[config.mk]
export PLATFORM = sky130hd
export DESIGN_NAME = lsu_ctrl
export DESIGN_NICKNAME = d
export VERILOG_FILES = /design/src/rtl/lsu_ctrl_pkg.sv /design/src/rtl/lsu_req_check.sv /design/src/rtl/lsu_ctrl.sv
export SDC_FILE = /design/constraint.sdc
export NUM_CORES = 1
export LEC_CHECK = 0
export ABC_AREA = 1
export CORE_MARGIN = 2
export CORE_UTILIZATION = 50
export CTS_BUF_LIST = sky130_fd_sc_hd__clkbuf_4 sky130_fd_sc_hd__clkbuf_8
export CTS_CLUSTER_SIZE = 10
export DETAILED_ROUTE_END_ITERATION = 6
export PLACE_DENSITY = 0.92
export RECOVER_POWER = 50
export SLEW_MARGIN = 20
export SYNTH_ARGS = -nofsm -noshare
export SYNTH_HDL_FRONTEND = slang
export SYNTH_SLANG_ARGS = --single-unit
[constraint.sdc]
create_clock -name clock -period 3.8 [get_ports clock]
set_input_delay 0.38 -clock clock [delete_from_list [all_inputs] [get_ports clock]]
set_output_delay 0.38 -clock clock [all_outputs]
set_load 0.02 [all_outputs]
[src/rtl/lsu_ctrl_pkg.sv]
// Shared definitions for the load/store controller: memory map, access-size and funct3 codes,
// fault causes, FSM states and the latched request record.
`ifndef MEM_DEPTH
`define MEM_DEPTH 1024
`endif

package lsu_ctrl_pkg;

    localparam logic [31:0] MEM_BASE_DEFAULT  = 32'h0100_0000;
    localparam int unsigned MEM_DEPTH_DEFAULT = `MEM_DEPTH;

    // dmemory access_size codes
    localparam logic [1:0] SIZE_B = 2'b00;
    localparam logic [1:0] SIZE_H = 2'b01;
    localparam logic [1:0] SIZE_W = 2'b10;

    // RV32I load/store funct3 codes; stores only use the first three
    localparam logic [2:0] F3_B  = 3'b000;
    localparam logic [2:0] F3_H  = 3'b001;
    localparam logic [2:0] F3_W  = 3'b010;
    localparam logic [2:0] F3_BU = 3'b100;
    localparam logic [2:0] F3_HU = 3'b101;

    typedef enum logic [1:0] {
        CAUSE_NONE       = 2'b00,
        CAUSE_ILLEGAL    = 2'b01,
        CAUSE_MISALIGNED = 2'b10,
        CAUSE_RANGE      = 2'b11
    } cause_e;

    typedef enum logic [1:0] {
        ST_IDLE   = 2'b00,
        ST_ACCESS = 2'b01,
        ST_RESP   = 2'b10
    } state_e;

    typedef struct packed {
        logic        is_store;
        logic [31:0] addr;
        logic [31:0] wdata;
        logic [1:0]  size;
        logic        is_signed;
    } req_t;

    function automatic logic [2:0] size_bytes(input logic [1:0] size);
        case (size)
            SIZE_B:  return 3'd1;
            SIZE_H:  return 3'd2;
            default: return 3'd4;
        endcase
    endfunction

    function automatic logic is_legal_funct3(input logic [2:0] funct3, input logic is_store);
        case (funct3)
            F3_B, F3_H, F3_W: return 1'b1;
            F3_BU, F3_HU:     return !is_store;
            default:          return 1'b0;
        endcase
    endfunction

endpackage

[src/rtl/lsu_req_check.sv]
// Combinational request checker: decodes funct3 into size/sign and flags illegal,
// misaligned or out-of-range requests. Also used by the pipeline hazard logic.
module lsu_req_check
    import lsu_ctrl_pkg::*;
#(
    parameter logic [31:0] MEM_BASE  = MEM_BASE_DEFAULT,
    parameter int unsigned MEM_DEPTH = MEM_DEPTH_DEFAULT
) (
    input  logic [2:0]  funct3,
    input  logic [31:0] addr,
    input  logic        is_store,
    output logic [1:0]  size,
    output logic        is_signed,
    output logic        fault,
    output cause_e      cause
);

    logic        legal;
    logic        misaligned;
    logic        out_of_range;
    logic [32:0] last_byte;
    logic [32:0] mem_end;

    assign size      = funct3[1:0];
    assign is_signed = !funct3[2];

    // 33-bit sums so an access starting near 32'hFFFF_FFFF cannot wrap back into range
    assign mem_end   = {1'b0, MEM_BASE} + 33'(MEM_DEPTH);
    assign last_byte = {1'b0, addr} + 33'(size_bytes(funct3[1:0])) - 33'd1;

    always_comb begin
        // NOTE: every signal written here gets a default first so no path can infer a latch.
        legal        = is_legal_funct3(funct3, is_store);
        misaligned   = 1'b0;
        out_of_range = (addr < MEM_BASE) || (last_byte >= mem_end);
        cause        = CAUSE_NONE;

        case (funct3[1:0])
            SIZE_H:  misaligned = addr[0];
            SIZE_W:  misaligned = (addr[1:0] != 2'b00);
            default: misaligned = 1'b0;
        endcase

        if (!legal) begin
            cause = CAUSE_ILLEGAL;
        end else if (misaligned) begin
            cause = CAUSE_MISALIGNED;
        end else if (out_of_range) begin
            cause = CAUSE_RANGE;
        end
    end

    assign fault = (cause != CAUSE_NONE);

endmodule

[src/rtl/lsu_ctrl.sv]
// Load/store controller: accepts one request, checks it, performs at most one dmemory
// access, and returns load data or a fault on a valid/ready response channel.
module lsu_ctrl
    import lsu_ctrl_pkg::*;
#(
    parameter logic [31:0] MEM_BASE  = MEM_BASE_DEFAULT,
    parameter int unsigned MEM_DEPTH = MEM_DEPTH_DEFAULT
) (
    input  logic        clock,
    input  logic        reset,

    input  logic        req_valid,
    output logic        req_ready,
    input  logic        req_is_store,
    input  logic [2:0]  req_funct3,
    input  logic [31:0] req_addr,
    input  logic [31:0] req_wdata,

    output logic        resp_valid,
    input  logic        resp_ready,
    output logic [31:0] resp_rdata,
    output logic        resp_fault,
    output logic [1:0]  resp_cause,

    output logic [31:0] mem_address,
    output logic [31:0] mem_data_in,
    output logic        mem_read_write,
    output logic [1:0]  mem_access_size,
    output logic        mem_is_signed,
    input  logic [31:0] mem_data_out
);

    state_e     state;
    req_t       req_q;
    logic       accept;
    logic       in_access;

    logic [1:0] chk_size;
    logic       chk_signed;
    logic       chk_fault;
    cause_e     chk_cause;

    // Checked on the raw request so a fault can be answered the cycle after accept
    lsu_req_check #(
        .MEM_BASE  (MEM_BASE),
        .MEM_DEPTH (MEM_DEPTH)
    ) u_req_check (
        .funct3    (req_funct3),
        .addr      (req_addr),
        .is_store  (req_is_store),
        .size      (chk_size),
        .is_signed (chk_signed),
        .fault     (chk_fault),
        .cause     (chk_cause)
    );

    assign req_ready = (state == ST_IDLE);
    assign accept    = req_valid && req_ready;
    assign in_access = (state == ST_ACCESS);

    // NOTE: the request latches carry no reset; they only reach dmemory in ACCESS,
    // which cannot be entered without first loading them.
    always_ff @(posedge clock) begin
        if (accept) begin
            req_q.is_store  <= req_is_store;
            req_q.addr      <= req_addr;
            req_q.wdata     <= req_wdata;
            req_q.size      <= chk_size;
            req_q.is_signed <= chk_signed;
        end
    end

    // NOTE: all state below is sequential, so only non-blocking assignments are used.
    always_ff @(posedge clock) begin
        if (reset) begin
            state      <= ST_IDLE;
            resp_valid <= 1'b0;
            resp_rdata <= '0;
            resp_fault <= 1'b0;
            resp_cause <= CAUSE_NONE;
        end else begin
            case (state)
                ST_IDLE: begin
                    if (req_valid) begin
                        if (chk_fault) begin
                            state      <= ST_RESP;
                            resp_valid <= 1'b1;
                            resp_rdata <= '0;
                            resp_fault <= 1'b1;
                            resp_cause <= chk_cause;
                        end else begin
                            state <= ST_ACCESS;
                        end
                    end
                end

                ST_ACCESS: begin
                    // A store commits at this same edge; only loads return data
                    state      <= ST_RESP;
                    resp_valid <= 1'b1;
                    resp_rdata <= req_q.is_store ? 32'd0 : mem_data_out;
                    resp_fault <= 1'b0;
                    resp_cause <= CAUSE_NONE;
                end

                ST_RESP: begin
                    if (resp_ready) begin
                        state      <= ST_IDLE;
                        resp_valid <= 1'b0;
                        resp_rdata <= '0;
                        resp_fault <= 1'b0;
                        resp_cause <= CAUSE_NONE;
                    end
                end

                default: begin
                    state      <= ST_IDLE;
                    resp_valid <= 1'b0;
                end
            endcase
        end
    end

    // dmemory only ever sees a checked address; outside ACCESS it idles on a safe word read
    assign mem_address     = in_access ? req_q.addr : MEM_BASE;
    assign mem_data_in     = in_access ? req_q.wdata : 32'd0;
    assign mem_access_size = in_access ? req_q.size : SIZE_W;
    assign mem_is_signed   = in_access && req_q.is_signed;
    assign mem_read_write  = in_access && req_q.is_store && !reset;

endmodule
==> results.md, run 1 <==
- Outcome: complete, no violations
- Final HPWL DP: between 15 and 20 mm
- Fin worst setup slack: around 0.20 ns
- Crit Path Category: in -> reg
- DIE WIDTH: between 100 and 150 microns
- CP max stage delay: around 0.37 ns
- CP Max Fanout: 9
- Number of buffers created by CTS: 9
- Area grow syn2layout: 37.3%
- Synth top area share: 28.2%
- Worst IR drop on VDD: roughly 0.22 mV
- Syn Std Cell Area: 0.00724 sq mm
- Worst hold margin: 0.248 ns
- Most frequent CP cell: nand3_1
- Fillers: roughly 1100
- EDFF count, synth: 68
- Startpoint class of the critical path: input port
- Post-synthesis cell type count: 35
- Max frequency: between 200 and 300 MHz
- # hold bufs at CTS: 0
- Max Cap Viol: 0
- Leak pwr: around 5.0 nW
- Pwr Total: around 0.0037 W
- Top-count cell post-synth: nand2_1
- Minimum clock period: ~3.6 ns
- Root buffer cell: clkbuf_8
- Ys Warns: 0
- Total track usage: 27.0%
- Number of global-route vias before repair: roughly 6900
- Initial antenna violation count: 2
- Arrival time worst endpoint: between 3 and 4 ns
- Drt wl/cell: 15.4 microns
- Fin crit share: a little over nine tenths
- Hold Crit Start: req_funct3[0]
- Synth Instances: around 1000
- Sequential fraction of the synthesis area: roughly two fifths
- CP required: around 4.1 ns
- Layout cell share with drive strength beyond 1: between 10% and 20%
- 1st-iter DRT viols: 614
- Final Wtd Congestion: ~1
- Syn_nets: between 1000 and 1500
- Mean Syn Cell Area: about 7.2 sq um
- Total core area: roughly 0.014 sq mm
- Setup crit end kind: flip-flop
- Worst Hold End: req_q[1]
- Number of remaining DRC errors: 0
- Number of H-tree levels: 3
- Starting Density: about half
- Chip Height: ~120 microns
- Async SR Flop Fraction: 0%
- Synth cell count leaders: nand2_1 (273), inv_1 (230), nor2_1 (92), nand3_1 (69), edfxtp_1 (68)
- Crit-path slowest cell: fa_1
- Largest net degree at the start of global routing: 39
- Die ar.: roughly 0.015 sq mm
- Slack of the worst reg-to-reg path: 0.95 ns
- Min-Delay Path Class: in -> reg
- FF-to-FF End: req_q[62]
- Number of synthesized register bits: roughly 110
- Clock skew: 0.0123 ns
- Port buffer count: between 200 and 250
- Worst-Margin Slew: between 1 and 1.5 ns
- Final Setup Violations: 0
- First-pass GRT wire length: 34.1 mm
- Final net count: approximately 1400
- R2R Path Start: state[0]
- Commonest register cell after synthesis: edfxtp_1
- Routed vias: roughly 7300
- Antenna viol nets, final: 0
- Clock latency on the worst-skew pair: between 0.3 and 0.4 ns
- Hold path cells: 1
- Post-synth top area cell: edfxtp_1
- Hold Vio Cnt, Final: 0
- First-pass DRT Iterations: 5
- CTS tree: done
- Synth top area cells: edfxtp_1 (28%), nand2_1 (14%), inv_1 (12%)
- Final Max Slew Viols: 0
- Total congestion overflow: 0
- Number of cells on the worst reg-to-reg path: 5
- IO Pins: 209
- Sink Count: ~110
- Utilization after layout: roughly 71%
- FP Rows: 43
- Dpl ws: -0.685 ns
- Setup TNS: 0 ns
- Total wire length: approximately 22 mm
- Worst-path clk slew: around 0.11 ns
- Post-DR vias/cell: between 5 and 6
- CTS Buffer Depth: 2
- Slew Limit Headroom: 23.1%
- Pwr dens: 368 mW/mm^2
==> cell usage in the layout, fill, tap and decap left out, drive strengths merged <==
master / netlist / routed
nand3b: 6 / 6
nor3: 7 / 7
nand4: 8 / 8
clkdlybuf4s50: 0 / 104
fa: 1 / 1
a21oi: 69 / 69
ha: 46 / 46
and2: 1 / 1
or2: 6 / 6
dlygate4sd2: 0 / 1
clkbuf: 18 / 14
nand2: 306 / 306
xor2: 2 / 2
bufinv: 0 / 1
nor2: 96 / 99
a21o: 1 / 1
nand3: 71 / 71
o21bai: 4 / 4
edfxtp: 68 / 68
buf: 6 / 19
a31oi: 1 / 1
diode: 0 / 3
inv: 231 / 235
dlygate4sd3: 0 / 101
dfxtp: 38 / 38
xnor2: 2 / 2
dlymetal6s2s: 0 / 1
clkinv: 0 / 2
o211ai: 1 / 1
o21ai: 14 / 14
o21a: 1 / 1
a211oi: 1 / 1
==> power breakdown <==
group          switching [W]  internal (W)  total (W)  leakage [nW]
clock network       0.000414      0.000281   0.000695         0.107
logic               0.000940      0.000592    0.00153          3.94
registers          0.0000438       0.00139    0.00143         0.955
==> sequential cells by signal, indices dropped and copies added (netlist names) <==
| name | count |
|---|---|
| req_q | 68 |
| resp_cause | 2 |
| resp_fault | 1 |
| resp_rdata | 32 |
| resp_valid | 1 |
| state | 2 |
==> cell families (layout without fill, tap and decap cells) <==
kind of cell               after synthesis  count (layout)  share of synthesized area (%)
buffers and inverters                  255             478                           14.2
AOI/OAI and AO/OA                       92              92                           8.33
and+or+nand+nor                        501             504                           30.0
DFF                                    106             106                           38.7
adders and majority gates               47              47                           8.23
other                                    0               3                              0
xor gates and xnor gates                 4               4                          0.484
==> worst max-delay path by stage <==
stage | from | slack (ns) | to | cells after the start
after floorplan | req_funct3[0] | 0.51 | resp_rdata[23] | 22
after global placement | req_funct3[0] | -0.49 | resp_rdata[20] | 23
after detailed placement | req_funct3[0] | -0.69 | resp_rdata[19] | 23
after CTS | req_funct3[0] | -0.003 | resp_rdata[2] | 24
after global routing | req_funct3[1] | -0.03 | resp_rdata[1] | 27
final | req_funct3[1] | 0.20 | resp_rdata[19] | 28
==> metal layers <==
metal  GRT usage (%)  routed length [microns]  up-vias
li1                -                        -     3544
met1            33.1                     8750     3350
met2            48.3                    10900      318
met3            4.51                     1410       53
met4            8.86                      687        0
met5               0                        0        -
==> per-stage QoR <==
| stage | std cells | instance area, sq um |
|---|---|---|
| 2_1_floorplan | 1005 | 7240 |
| 3_3_place_gp | 1388 | 9550 |
| 3_5_place_dp | 1388 | 9550 |
| 4_1_cts | 1408 | 9830 |
| 5_1_grt | 1413 | 9930 |
| 6_report | 1414 | 9940 |
==> layout make-up <==
| class | instances | area, sq um | share of cell area [%] |
|---|---|---|---|
| multi-input combinational | 647 | 3530 | 35.5 |
| sequential | 106 | 2800 | 28.2 |
| timing repair buffer | 231 | 2320 | 23.3 |
| inverter | 231 | 867 | 8.73 |
| tap | 180 | 225 | 2.27 |
| clock buffer | 9 | 124 | 1.25 |
| clock inverter | 7 | 66.3 | 0.667 |
| antenna | 3 | 7.51 | 0.0756 |
==> what timing repair did <==
action	in CTS	in global routing
endpoints found under the setup margin	37	37
buffers inserted	1	1
gates cloned	3	2
pin swaps	7	10
resized for setup	13	14
==> worst max-delay path, delay by kind of cell <==
| family | cells | cell delay, ns |
|---|---|---|
| and+or+nand+nor | 14 | 1.46 |
| buffers and inverters | 9 | 0.96 |
| adders and majority gates | 4 | 0.95 |
| AOI/OAI and AO/OA | 1 | 0.08 |
No activity file was read; power rests on OpenSTA's default activity.
==> inputs of run 2 (changes only) <==
--- a/config.mk
+++ b/config.mk
@@ -7,11 +7,11 @@
 export LEC_CHECK = 0
 export ABC_AREA = 1
 export CORE_MARGIN = 2
-export CORE_UTILIZATION = 50
+export CORE_UTILIZATION = 40
 export CTS_BUF_LIST = sky130_fd_sc_hd__clkbuf_4 sky130_fd_sc_hd__clkbuf_8
 export CTS_CLUSTER_SIZE = 10
 export DETAILED_ROUTE_END_ITERATION = 6
-export PLACE_DENSITY = 0.92
+export PLACE_DENSITY = 0.77
 export RECOVER_POWER = 50
 export SLEW_MARGIN = 20
 export SYNTH_ARGS = -nofsm -noshare
==> results.md, run 2 (same netlist as run 1, synthesis figures left out) <==
- Outcome: complete, no violations (unchanged)
- Pwr Total: 0.00377 W (was 0.00366 W)
- Final Max Slew Viols: 0 (unchanged)
- Setup crit end kind: flip-flop (unchanged)
- Total wire length: 20.1 mm (was 21.7 mm)
- Final HPWL DP: 15.2 mm (was 16.5 mm)
- Post-DR vias/cell: 4.76 (was 5.14)
- Area after DPL: 0.00960 sq mm (was 0.00955 sq mm)
- First-pass GRT wire length: 32.2 mm (was 34.1 mm)
- Fin crit share: 91.1% (was 94.6%)
- Total track usage: 20.6% (was 27.0%)
- Final Setup Violations: 0 (unchanged)
- Pwr dens: 375 mW/mm^2 (was 368 mW/mm^2)
- Largest net degree at the start of global routing: 69 (was 39)
- Total congestion overflow: 0 (unchanged)
- Most frequent cells in the layout: nand2_1 (271), inv_1 (228), clkdlybuf4s50_1 (104), dlygate4sd3_1 (101), nor2_1 (90) (was nand2_1 (269), inv_1 (228), clkdlybuf4s50_1 (104), dlygate4sd3_1 (101), nor2_1 (88))
- Dpl ws: -0.674 ns (was -0.685 ns)
- Largest register FFs: 68 (unchanged)
- Arrival time worst endpoint: 3.71 ns (was 3.85 ns)
- Number of H-tree levels: 3 (unchanged)
- Most frequent CP cell: nand2_1 (was nand3_1)
- CP Max Fanout: 7 (was 9)
- Clock skew: 0.0153 ns (was 0.0123 ns)
- Crit-path slowest cell: clkdlybuf4s50_1 (was fa_1)
- Worst hold margin: 0.260 ns (was 0.248 ns)
- Sink Count: 106 (unchanged)
- Most common cell after layout, fill and taps aside: nand2_1 (unchanged)
- Top reg by flops: req_q (unchanged)
- RSZ-0062 raised after global routing: no
- Antenna viol nets, final: 0 (unchanged)
- Min-Delay Path Class: in -> reg (unchanged)
- Initial antenna violation count: 0 (was 2)
- Final Wtd Congestion: 0.923 (was 0.983)
- Final net count: 1377 (unchanged)
- Utilization after layout: 56.4% (was 71.0%)
- Total core area: 0.0178 sq mm (was 0.0140 sq mm)
- Met1 Use GR: 24.4% (was 33.1%)
- Routed vias: 6949 (was 7265)
- IO Pins: 209 (unchanged)
- DIE WIDTH: 139 microns (was 124 microns)
- CTS Buffer Depth: 2 (unchanged)
- Met3 GRT Util: 2.77% (was 4.51%)
- Worst-Margin Slew: 1.22 ns (was 1.15 ns)
- Max frequency: 289 MHz (was 278 MHz)
- FP Rows: 49 (was 43)
- CP required: 4.05 ns (about the same)
- Register area: 0.00280 sq mm (unchanged)
- # diodes: 0 (was 3)
- Max Cap Viol: 0 (unchanged)
- Starting Density: 40.6% (was 51.7%)
- Met2 usage in global routing: 37.8% (was 48.3%)
- Hold Crit Start: req_funct3[0] (unchanged)
- Worst Setup SP: req_addr[1] (was req_funct3[1])
- First-pass DRT Iterations: 6 (was 5)
- R2R Path Start: state[0] (unchanged)
- Layout cell share with drive strength beyond 1: 11.9% (was 11.6%)
- Worst-path clk slew: 0.10 ns (was 0.11 ns)
- Number of remaining DRC errors: 0 (unchanged)
- Drt wl/cell: 13.8 microns (was 15.4 microns)
- Clock latency on the worst-skew pair: 0.39 ns (was 0.38 ns)
- Number of global-route vias before repair: 6599 (was 6931)
- Crit path max-delay family: simple AND/OR/NAND/NOR gates (unchanged)
- Die ar.: 0.0192 sq mm (was 0.0155 sq mm)
- Area grow syn2layout: 39.1% (was 37.3%)
- Chip Height: 139 microns (was 124 microns)
- Crit Path Category: in -> reg (unchanged)
- Worst IR drop on VDD: 0.216 mV (was 0.223 mV)
- Startpoint class of the critical path: input port (unchanged)
- Multi-input gate area: 0.00356 sq mm (was 0.00353 sq mm)
- Minimum clock period: 3.46 ns (was 3.60 ns)
- 1st-iter DRT viols: 379 (was 614)
- Top flop regs: req_q x68, resp_rdata x32 (unchanged)
- CTS tree: done (unchanged)
- CP cell instances: clkdlybuf4s50_1 > inv_1 > ha_1 > inv_1 > ha_1 > inv_1 > fa_1 > inv_2 > nand2_1 > nand3_1 > nand2_1 > nand2_1 > nand3_2 > nand3_1 > nand2_1 > nor2_4 > nand2_1 > nor2_1 > nand4_1 > nor2_4 > buf_12 > nor2_2 > nand3_1 > a21oi_2
- Leak pwr: 5.04 nW (was 5.00 nW)
- Root buffer cell: clkbuf_8 (unchanged)
- Hold Vio Cnt, Final: 0 (unchanged)
- Port buffer count: 208 (unchanged)
- Fin worst setup slack: 0.339 ns (was 0.203 ns)
- CP max stage delay: 0.48 ns (was 0.37 ns)
- WP buf/inv: 6 (was 9)
- Fillers: 1652 (was 1090)
- Gr busiest metal: met2 (unchanged)
- Slew Limit Headroom: 18.7% (was 23.1%)
- Cell area after layout: 0.0101 sq mm (was 0.00994 sq mm)
- Number of buffers created by CTS: 9 (unchanged)
==> run 2: area by class of cell <==
cell class | instances | area share, %
clock buffers | 9 | 1.23
clock inverters | 7 | 1.14
inverters | 231 | 8.61
multi-input cells | 649 | 35.4
flip-flops and latches | 106 | 27.8
well taps | 229 | 2.85
repair buffers | 229 | 22.9
==> run 2: layer usage <==
layer / share of wire [%] / wire length [microns]
met5: 0 / 0
met4: 2.1 / 415
met3: 4.6 / 922
met2: 52 / 10500
met1: 41 / 8220
==> run 2: final timing paths <==
check	to	slack, ns	cells after the start
setup / recovery	resp_rdata[30]	0.34	24
hold / removal	req_q[1]	0.26	1
setup reg to reg	req_q[15]	1.00	5
hold reg to reg	resp_rdata[3]	0.47	2
==> run 2: timing repair <==
item | CTS | global route
setup endpoints to repair | 36 | 38
pin swaps | 5 | 10
gates cloned | 3 | 4
setup buffers | 1 | 2
resized for setup | 10 | 19
hold buffers | 0 | 0
==> run 2: stage by stage <==
step	instances	TNS, ns
floorplan	1005	0
global placement	1434	-20.41
detailed placement	1434	-23.41
CTS	1454	0
global route	1460	0
finish	1460	0
==> run 2: power breakdown <==
group / internal [W] / switching [W] / total (W)
registers: 0.00139 / 0.0000413 / 0.00143
clock network: 0.000414 / 0.000415 / 0.000829
logic: 0.000590 / 0.000922 / 0.00151
==> run 2: worst register-to-register path, stage by stage (launching register included) <==
cell	delay, ns
dfxtp_1	0.33
inv_1	0.11
ha_1	0.27
nand2_1	0.09
inv_1	0.57
clkbuf_2	1.03
==> inputs of run 3 (changes only) <==
--- a/config.mk
+++ b/config.mk
@@ -13,7 +13,8 @@
 export DETAILED_ROUTE_END_ITERATION = 6
 export PLACE_DENSITY = 0.77
 export RECOVER_POWER = 50
-export SLEW_MARGIN = 20
+export SETUP_SLACK_MARGIN = 0.3
+export SLEW_MARGIN = 10
 export SYNTH_ARGS = -nofsm -noshare
 export SYNTH_HDL_FRONTEND = slang
 export SYNTH_SLANG_ARGS = --single-unit
==> results.md, run 3 (same netlist as run 1, synthesis figures left out) <==
- Met3 GRT Util: 3.01% (was 2.77%)
- Post-DR vias/cell: 4.78 (was 4.76)
- Die ar.: 0.0192 sq mm (unchanged)
- Most common cell after layout, fill and taps aside: nand2_1 (unchanged)
- CTS Buffer Depth: 2 (unchanged)
- Initial antenna violation count: 0 (unchanged)
- Pint: 0.00238 W (was 0.00239 W)
- Total wire length: 20.0 mm (was 20.1 mm)
- Pwr Total: 0.00375 W (was 0.00377 W)
- Combinational share of power: 39.8% (was 40.1%)
- Outcome: complete, no violations (unchanged)
- Top reg by flops: req_q (unchanged)
- Starting Density: 40.6% (unchanged)
- Total track usage: 20.8% (was 20.6%)
- Number of global-route vias before repair: 6662 (was 6599)
- Sink Count: 106 (unchanged)
- Routed vias: 6985 (was 6949)
- Net switching power: 0.00137 W (was 0.00138 W)
- Total congestion overflow: 0 (unchanged)
- Arrival time worst endpoint: 3.63 ns (was 3.71 ns)
- Most frequent cells in the layout: nand2_1 (266), inv_1 (225), clkdlybuf4s50_1 (103), dlygate4sd3_1 (100), nor2_1 (89) (was nand2_1 (271), inv_1 (228), clkdlybuf4s50_1 (104), dlygate4sd3_1 (101), nor2_1 (90))
- Root buffer cell: clkbuf_8 (unchanged)
- Multi-input gate area: 0.00362 sq mm (was 0.00356 sq mm)
- Worst IR drop on VDD: 0.199 mV (was 0.216 mV)
- Gr busiest metal: met2 (unchanged)
- Number of buffers created by CTS: 9 (unchanged)
- Top flop regs: req_q x68, resp_rdata x32 (unchanged)
- Max Cap Viol: 0 (unchanged)
- Crit Path Category: in -> reg (unchanged)
- Final net count: 1377 (unchanged)
- 1st-iter DRT viols: 465 (was 379)
- Final HPWL DP: 15.2 mm (unchanged)
- Met2 usage in global routing: 38.0% (was 37.8%)
- Clock share of power: 22.0% (about the same)
- Final Max Slew Viols: 0 (unchanged)
- Max frequency: 296 MHz (was 289 MHz)
- Setup TNS: 0 ns (unchanged)
- Port buffer count: 208 (unchanged)
- Area grow syn2layout: 39.9% (was 39.1%)
- First-pass DRT Iterations: 4 (was 6)
- Drt wl/cell: 13.7 microns (was 13.8 microns)
- Number of H-tree levels: 3 (unchanged)
- Switching share of power: 36.6% (was 36.5%)
- Chip Height: 139 microns (unchanged)
- Largest register FFs: 68 (unchanged)
- Register area: 0.00280 sq mm (unchanged)
- CP required: 4.05 ns (about the same)
- Fin crit share: 89.0% (was 91.1%)
- First-pass GRT wire length: 32.5 mm (was 32.2 mm)
- Final Setup Violations: 0 (unchanged)
- Worst-path clk slew: 0.10 ns (about the same)
- Fillers: 1640 (was 1652)
- Layout cell share with drive strength beyond 1: 13.4% (was 11.9%)
- Startpoint class of the critical path: input port (unchanged)
- Fin worst setup slack: 0.417 ns (was 0.339 ns)
- # diodes: 0 (unchanged)
- Cell area after layout: 0.0101 sq mm (about the same)
- Largest net degree at the start of global routing: 69 (unchanged)
- Final Wtd Congestion: 0.923 (unchanged)
- Met1 Use GR: 24.5% (was 24.4%)
- Number of remaining DRC errors: 0 (unchanged)
- Total core area: 0.0178 sq mm (unchanged)
- Dpl ws: -0.674 ns (unchanged)
- Min-Delay Path Class: in -> reg (unchanged)
- Clock latency on the worst-skew pair: 0.39 ns (about the same)
- Area after DPL: 0.00960 sq mm (unchanged)
- RSZ-0062 raised after global routing: no (unchanged)
- Pwr dens: 371 mW/mm^2 (was 375 mW/mm^2)
- Clock skew: 0.0127 ns (was 0.0153 ns)
- Hold Vio Cnt, Final: 0 (unchanged)
- IO Pins: 209 (unchanged)
- FP Rows: 49 (unchanged)
- Antenna viol nets, final: 0 (unchanged)
- DIE WIDTH: 139 microns (unchanged)
- Minimum clock period: 3.38 ns (was 3.46 ns)
- Setup crit end kind: flip-flop (unchanged)
- CP Max Fanout: 5 (was 7)
- Worst-Margin Slew: 1.23 ns (was 1.22 ns)
- CTS tree: done (unchanged)
- Part of the power in registers: 38.1% (was 37.9%)
- Leak pwr: 5.03 nW (was 5.04 nW)
- Slew Limit Headroom: 18.1% (was 18.7%)
run 3: cell count changes in the layout (fill, tap and decap cells not counted), moves of 3 or more:
cell	before	now
inv_1	228	225
ha_1	43	40
nand3_1	54	50
nand2_2	35	40
nand3_2	16	19
nand2_1	271	266
run 3: area by class of cell:
cell class / count / area share, %
Multi-Input combinational cell: 647 / 35.8
Sequential cell: 106 / 27.7
Inverter: 231 / 8.59
Timing Repair Buffer: 231 / 22.8
Clock inverter: 7 / 1.14
Tap cell: 229 / 2.83
Clock buffer: 9 / 1.22
run 3: metal layers:
layer  up-vias  part of all wire (%)
li1       3531                     -
met1      3232                    41
met2       190                    52
met3        32                   4.9
met4         0                   2.3
met5         -                     0
run 3: power by group through the flow:
stage / combinational [W] / clock [W] / sequential [W]
floorplan: 0.000889 / 0 / 0.00148
global placement: 0.00140 / 0 / 0.00145
detailed placement: 0.00142 / 0 / 0.00146
CTS: 0.00149 / 0.000847 / 0.00143
global route: 0.00163 / 0.000879 / 0.00145
finish: 0.00149 / 0.000827 / 0.00143
run 3: timing repair:
action,in CTS,in global routing
gates cloned,3,1
pin swaps,7,19
buffers inserted,4,2
hold buffers,0,0
gates resized for setup,30,32
setup endpoints to repair,38,37
run 3: metrics by stage:
step                      hold WS (ns)  std cells  util [%]
after floorplan                  0.462       1005         -
after global placement           0.452       1434      53.8
after detailed placement         0.458       1434      53.8
after CTS                        0.355       1457      56.2
after global routing             0.324       1460      56.8
final                            0.318       1460      56.8
run 3: worst paths after layout:
kind | endpoint | slack, ns | from | depth (start not counted)
setup / recovery | resp_rdata[10] | 0.42 | req_funct3[0] | 28
hold / removal | req_q[2] | 0.32 | req_funct3[1] | 2
setup reg to reg | req_q[39] | 0.98 | state[0] | 5
hold reg to reg | resp_rdata[10] | 0.47 | resp_rdata[10] | 2
run 3: critical path, cell delays in order:
cell and delay [ns]:
clkbuf_1 0.19, inv_2 0.06, ha_1 0.19, or2_4 0.26
ha_4 0.27, inv_1 0.04, ha_1 0.29, nand2_1 0.07
nand2_2 0.08, nand3_1 0.09, nand2_2 0.11, nand2_2 0.06
nand2_1 0.12, nand2_1 0.06, nand2_1 0.06, nand2_1 0.05
nor2_1 0.08, nand2_1 0.07, nor2_2 0.13, nand3_2 0.10
nand2_2 0.08, nand4_1 0.14, nor2_4 0.14, buf_12 0.14
nor2_4 0.05, clkbuf_16 0.19, nand3_2 0.06, a21oi_2 0.07
